[src/rtl/urv_timer_bank.sv]
// Memory-mapped bank of countdown timers for the uRV data bus.
// Each channel holds a count and a reload value and can run one-shot or
// periodic, ticking once every g_prescale clock cycles. Expiries latch
// bits in a write-1-to-clear pending register that drives a level interrupt.
module urv_timer_bank #(
    parameter int unsigned g_num_channels  = 4,
    parameter int unsigned g_counter_width = 16,
    parameter int unsigned g_prescale      = 1,
    parameter logic [31:0] g_base_addr     = 32'h00100004
) (
    input  logic        clk_i,
    input  logic        rst_n_i,
    input  logic [31:0] dm_addr_i,
    input  logic [31:0] dm_data_s_i,
    input  logic [3:0]  dm_data_select_i,
    input  logic        dm_store_i,
    input  logic        dm_load_i,
    output logic [31:0] dm_data_l_o,
    output logic        dm_store_done_o,
    output logic        dm_load_done_o,
    output logic        irq_o
);

    localparam int N = int'(g_num_channels);
    localparam int W = int'(g_counter_width);
    localparam logic [15:0]  PRESC_MAX = 16'(g_prescale - 1);
    localparam logic [W-1:0] COUNT_ONE = W'(1);
    localparam logic [29:0]  PEND_WORD = 30'd16;

    logic [W-1:0] count      [N];
    logic [W-1:0] reload     [N];
    logic [W-1:0] count_nxt  [N];
    logic [W-1:0] reload_nxt [N];
    logic [N-1:0] enable, periodic, irq_en, pending;
    logic [N-1:0] enable_nxt, periodic_nxt, irq_en_nxt, pending_nxt;
    logic [N-1:0] pending_set, pending_clr;
    logic [15:0]  presc;
    logic         tick;
    logic         wr_en;
    logic [29:0]  word_off;
    logic [31:0]  rd_data;
    logic         unused;

    // Word offset from the bank base; byte-lane bits of the address are ignored.
    assign word_off = dm_addr_i[31:2] - g_base_addr[31:2];
    assign wr_en    = dm_store_i && (dm_data_select_i == 4'b1111);
    assign tick     = (presc == PRESC_MAX);

    // Stores are acknowledged immediately whatever the address.
    assign dm_store_done_o = dm_store_i;

    assign unused = &{1'b0, dm_addr_i[1:0], dm_data_s_i};

    // Free-running prescaler; the tick is the cycle in which it wraps.
    always_ff @(posedge clk_i or negedge rst_n_i) begin
        if (!rst_n_i) begin
            presc <= '0;
        end else if (tick) begin
            presc <= '0;
        end else begin
            presc <= presc + 16'd1;
        end
    end

    // Next state of every channel: a LOAD write overrides any tick activity,
    // a CTRL write overrides the enable clear of a one-shot expiry.
    always_comb begin
        enable_nxt   = enable;
        periodic_nxt = periodic;
        irq_en_nxt   = irq_en;
        pending_set  = '0;
        pending_clr  = '0;
        for (int ch = 0; ch < N; ch++) begin
            count_nxt[ch]  = count[ch];
            reload_nxt[ch] = reload[ch];
            if (wr_en && (word_off == 30'(2 * ch))) begin
                count_nxt[ch]  = dm_data_s_i[W-1:0];
                reload_nxt[ch] = dm_data_s_i[W-1:0];
            end else if (tick && enable[ch]) begin
                if (count[ch] == COUNT_ONE) begin
                    pending_set[ch] = 1'b1;
                    if (periodic[ch]) begin
                        count_nxt[ch] = reload[ch];
                    end else begin
                        count_nxt[ch]  = '0;
                        enable_nxt[ch] = 1'b0;
                    end
                end else if (count[ch] != '0) begin
                    count_nxt[ch] = count[ch] - COUNT_ONE;
                end
            end
            if (wr_en && (word_off == 30'(2 * ch + 1))) begin
                enable_nxt[ch]   = dm_data_s_i[0];
                periodic_nxt[ch] = dm_data_s_i[1];
                irq_en_nxt[ch]   = dm_data_s_i[2];
            end
        end
        if (wr_en && (word_off == PEND_WORD)) begin
            pending_clr = dm_data_s_i[N-1:0];
        end
        pending_nxt = (pending & ~pending_clr) | pending_set;
    end

    // Register file state, including the interrupt computed from next-state values.
    always_ff @(posedge clk_i or negedge rst_n_i) begin
        if (!rst_n_i) begin
            for (int ch = 0; ch < N; ch++) begin
                count[ch]  <= '0;
                reload[ch] <= '0;
            end
            enable   <= '0;
            periodic <= '0;
            irq_en   <= '0;
            pending  <= '0;
            irq_o    <= 1'b0;
        end else begin
            for (int ch = 0; ch < N; ch++) begin
                count[ch]  <= count_nxt[ch];
                reload[ch] <= reload_nxt[ch];
            end
            enable   <= enable_nxt;
            periodic <= periodic_nxt;
            irq_en   <= irq_en_nxt;
            pending  <= pending_nxt;
            irq_o    <= |(pending_nxt & irq_en_nxt);
        end
    end

    // Read multiplexer over the current register contents.
    always_comb begin
        rd_data = '0;
        for (int ch = 0; ch < N; ch++) begin
            if (word_off == 30'(2 * ch)) begin
                rd_data[W-1:0] = count[ch];
            end else if (word_off == 30'(2 * ch + 1)) begin
                rd_data[2:0] = {irq_en[ch], periodic[ch], enable[ch]};
            end
        end
        if (word_off == PEND_WORD) begin
            rd_data[N-1:0] = pending;
        end
    end

    // Loads complete one cycle after the strobe.
    always_ff @(posedge clk_i or negedge rst_n_i) begin
        if (!rst_n_i) begin
            dm_load_done_o <= 1'b0;
            dm_data_l_o    <= '0;
        end else begin
            dm_load_done_o <= dm_load_i;
            dm_data_l_o    <= dm_load_i ? rd_data : 32'h0;
        end
    end

endmodule

[config.mk]
export PLATFORM = sky130hd
export DESIGN_NAME = urv_timer_bank
export DESIGN_NICKNAME = d
export VERILOG_FILES = /design/src/rtl/urv_timer_bank.sv
export SDC_FILE = /design/constraint.sdc
export NUM_CORES = 1
export LEC_CHECK = 0
export CORE_AREA = 3 3 138 140
export DETAILED_ROUTE_END_ITERATION = 10
export DIE_AREA = 0 0 141 143
export GPL_ROUTABILITY_DRIVEN = 0
export PLACE_DENSITY = 0.85
export SETUP_SLACK_MARGIN = 0.3
export SYNTH_ARGS = -nofsm -noshare
export SYNTH_HDL_FRONTEND = slang
export SYNTH_SLANG_ARGS = --single-unit
[constraint.sdc]
create_clock -name clk_i -period 3.8 [get_ports clk_i]
set_input_delay 0.38 -clock clk_i [delete_from_list [all_inputs] [get_ports clk_i]]
set_output_delay 0.38 -clock clk_i [all_outputs]
set_load 0.02 [all_outputs]
==> out/qor.csv <==
metric,value,unit
postRouteAntennaNets,0,
grt-ovfl-total,0,
cp.arrival,3450,ps
dp_hpwl,20110,um
slew_violations,0,
totalWireLength,29360,um
fin_nets,1394,
synthFlopType,dfrtp_1,
rr_worst_depth,8,
period_needed,3123,ps
diodes,0,
grt_max_degree,99,
fin_util,65.81,%
dieArea,0.02016,mm^2
clockBufferDepth,2,
antenna_found_initial,0,
cts_tree,built,
timing.setup.tns,0,ps
worstSetupEndpoint,dm_data_l_o[4],
cp.required,4130,ps
wl_per_cell,18.89,um
drc,0,
fmax,320.2,MHz
numCtsBuffers,17,
rsz0062_at_grt,no,
setup_viol,0,
synth_edf_count,0,
power_density,331.6,mW/mm^2
finalCritPeriodShare,82.18,%
clock-sinks,178,
area_growth,14.70,%
initial_utilization,57.37,%
slew_headroom,39.55,%
synthArstFlopShare,100.0,%
end_kind,register,
worst_pin_slew,906.7,ps
hold_viol,0,
synth.yosys.seq_area_share,43.22,%
vias,9823,
finalNonFillerCells,1554,
timing.rr.start,count[59],
timing.final.ws_setup,677.2,ps
skew,12.12,ps
hold_path_class,in2async,
io_buffers,72,
drive_above_1_share,8.151,%
hold_buffers,0,
io_pins,107,
status,"complete, no violations",
first_pass_iters,6,
syn_avg_cell_area,8.128,um^2
path_class,in2reg,
synth-seq-cells,178,
regToRegSetupSlack,770,ps
numPlacedInstances,1522,
crit_fanout,22,
first_global_vias,9066,
cts_root_buffer,clkbuf_16,
h-tree-depth,4,
cp-startpoint,dm_addr_i[14],
fp.dieW,141,um
synth_cell_types,70,
grt_usage,29.33,%
core.rowCount,49,
synth_warnings,0,
timing.critical_path.from_type,input port,
leakage,0.005139,uW
rr_endpoint,count[57],
grt_pass1_wl,47400,um
max-cap-violations,0,
core,0.01796,mm^2
post_drt_via_cell_ratio,6.321,
netlist_area,0.01031,mm^2
clk_pin_slew,70,ps
dp_slack,107.2,ps
irDropWorstVdd,0.3402,mV
floorplan.die.height,143,um
drt_iter0_drc,1495,
syn_inst,1268,
clk_latency,430,ps
## cell type report
class | count | area, um^2
clock buffers | 21 | 480.5
clock inverters | 11 | 126.4
fillers | 1428 | 6142
inverters | 28 | 105.1
multi-input cells | 976 | 5304
flip-flops and latches | 178 | 4454
well taps | 229 | 286.5
repair buffers | 111 | 1065
## registers in the layout, summed over array words and instances, names as in the netlist, 4 cells and up
name and flops:
count 64, reload 64, dm_data_l_o 16, presc 16, enable 4, irq_en 4, pending 4, periodic 4
## critical path: stages
cell             delay [ps]
clkdlybuf4s50_1         410
or4_4                   580
nor4_4                  270
a31oi_1                 200
a221oi_4                420
and3_4                  410
and2_1                  250
nand2_2                 240
a21oi_1                 270
## synthesized netlist by cell type (3+ instances only)
cell type  instances  share of area [%]
nor4b_1            3               0.25
o21ai_1            6               0.29
a211oi_1           5               0.36
o21ai_0           84                4.1
and2_1             6               0.36
o211a_1            3               0.29
o22ai_1           25                1.5
or4_1             10               0.73
buf_2             22                1.1
ha_1              10                1.2
and3_1            13               0.79
nor2b_1            9               0.55
o21ai_2            3               0.25
xnor2_1           14                1.2
nand4_1           12               0.73
or2_2              4               0.24
a41oi_1            7               0.59
a21oi_1          125                6.1
nand2b_1          11               0.67
and4_1            10               0.85
nor3b_1            5               0.36
nor2_1           149                5.4
xor2_1             4               0.34
or3_1              6               0.36
a32oi_1            9               0.76
clkbuf_1          53                1.9
o21a_1             5               0.36
nand2_1          226                8.2
inv_1             28                1.0
o21bai_1           5               0.36
dfrtp_1          178                 43
nor4_1            13               0.79
a22oi_1           34                2.5
buf_6              4               0.44
nand2_2            3               0.18
buf_4             20                1.5
o2111ai_1          3               0.25
nor3_1            33                1.6
mux2_2            10                1.1
a31oi_1           22                1.3
o31a_1             4               0.34
nand3_1           31                1.5
## worst min-delay path by stage
stage / from / end / depth (start not counted)
CTS: rst_n_i / presc[10] / 1
global placement: reload[10] / reload[10] / 2
floorplan: rst_n_i / count[0] / 0
detailed placement: reload[56] / reload[56] / 2
global route: rst_n_i / presc[9] / 1
finish: rst_n_i / presc[9] / 1
## per-layer routing
metal | up-vias | track usage [%] | wire (um)
li1 | 4556 | - | -
met1 | 4542 | 40.36 | 12090
met4 | 0 | 13.51 | 1410
met3 | 115 | 5.425 | 2700
met5 | - | 0 | 0
met2 | 610 | 45.46 | 13160
## metrics by stage
stage	power (uW)	cell area, um^2	hold slack, ps
CTS	3939	11820	71.67
finish	3920	11820	25.21
global placement	2154	11210	449.0
global route	4036	11820	107.5
floorplan	2022	10360	84.41
detailed placement	2156	11210	456.4
## placed cells by master (no fill, tap or decap), types with 10 or more instances in the layout
cell             instances
a31oi_1                 22
mux2_2                  10
nor3_1                  31
clkbuf_16               17
nand2b_1                11
nand2_1                225
clkdlybuf4s50_1         71
and4_1                  10
nor4_1                  13
xnor2_1                 14
o21ai_0                 84
and3_1                  13
a21oi_1                125
o22ai_1                 25
ha_1                    10
nand3_1                 31
buf_4                   35
dfrtp_1                178
a22oi_1                 34
nand4_1                 12
conb_1                  16
or4_1                   10
inv_1                   28
nor2_1                 149
## cell families after synthesis
| group | after synthesis | synth area share [%] |
|---|---|---|
| simple gates | 558 | 25.07 |
| other cells | 1 | 0.03639 |
| flops | 178 | 43.22 |
| buf+inv | 129 | 5.985 |
| xor+xnor | 18 | 1.530 |
| compound gates | 361 | 21.44 |
| mux | 13 | 1.505 |
| fa+ha+maj | 10 | 1.214 |
## timing repair
action                     4_1_cts  5_1_grt
buffers inserted                 0        0
setup endpoints to repair        0        2
resized for setup                0        1
hold endpoints to repair         0        0
## power by group
part | switching, uW | total (uW) | internal, uW | leakage (uW)
sequential | 0.132 | 1890 | 1890 | 0.00222
clock | 755 | 1800 | 1040 | 0.000288
combinational | 143 | 228 | 84.7 | 0.00263
Note: power is estimated with default switching activity, not from simulation.
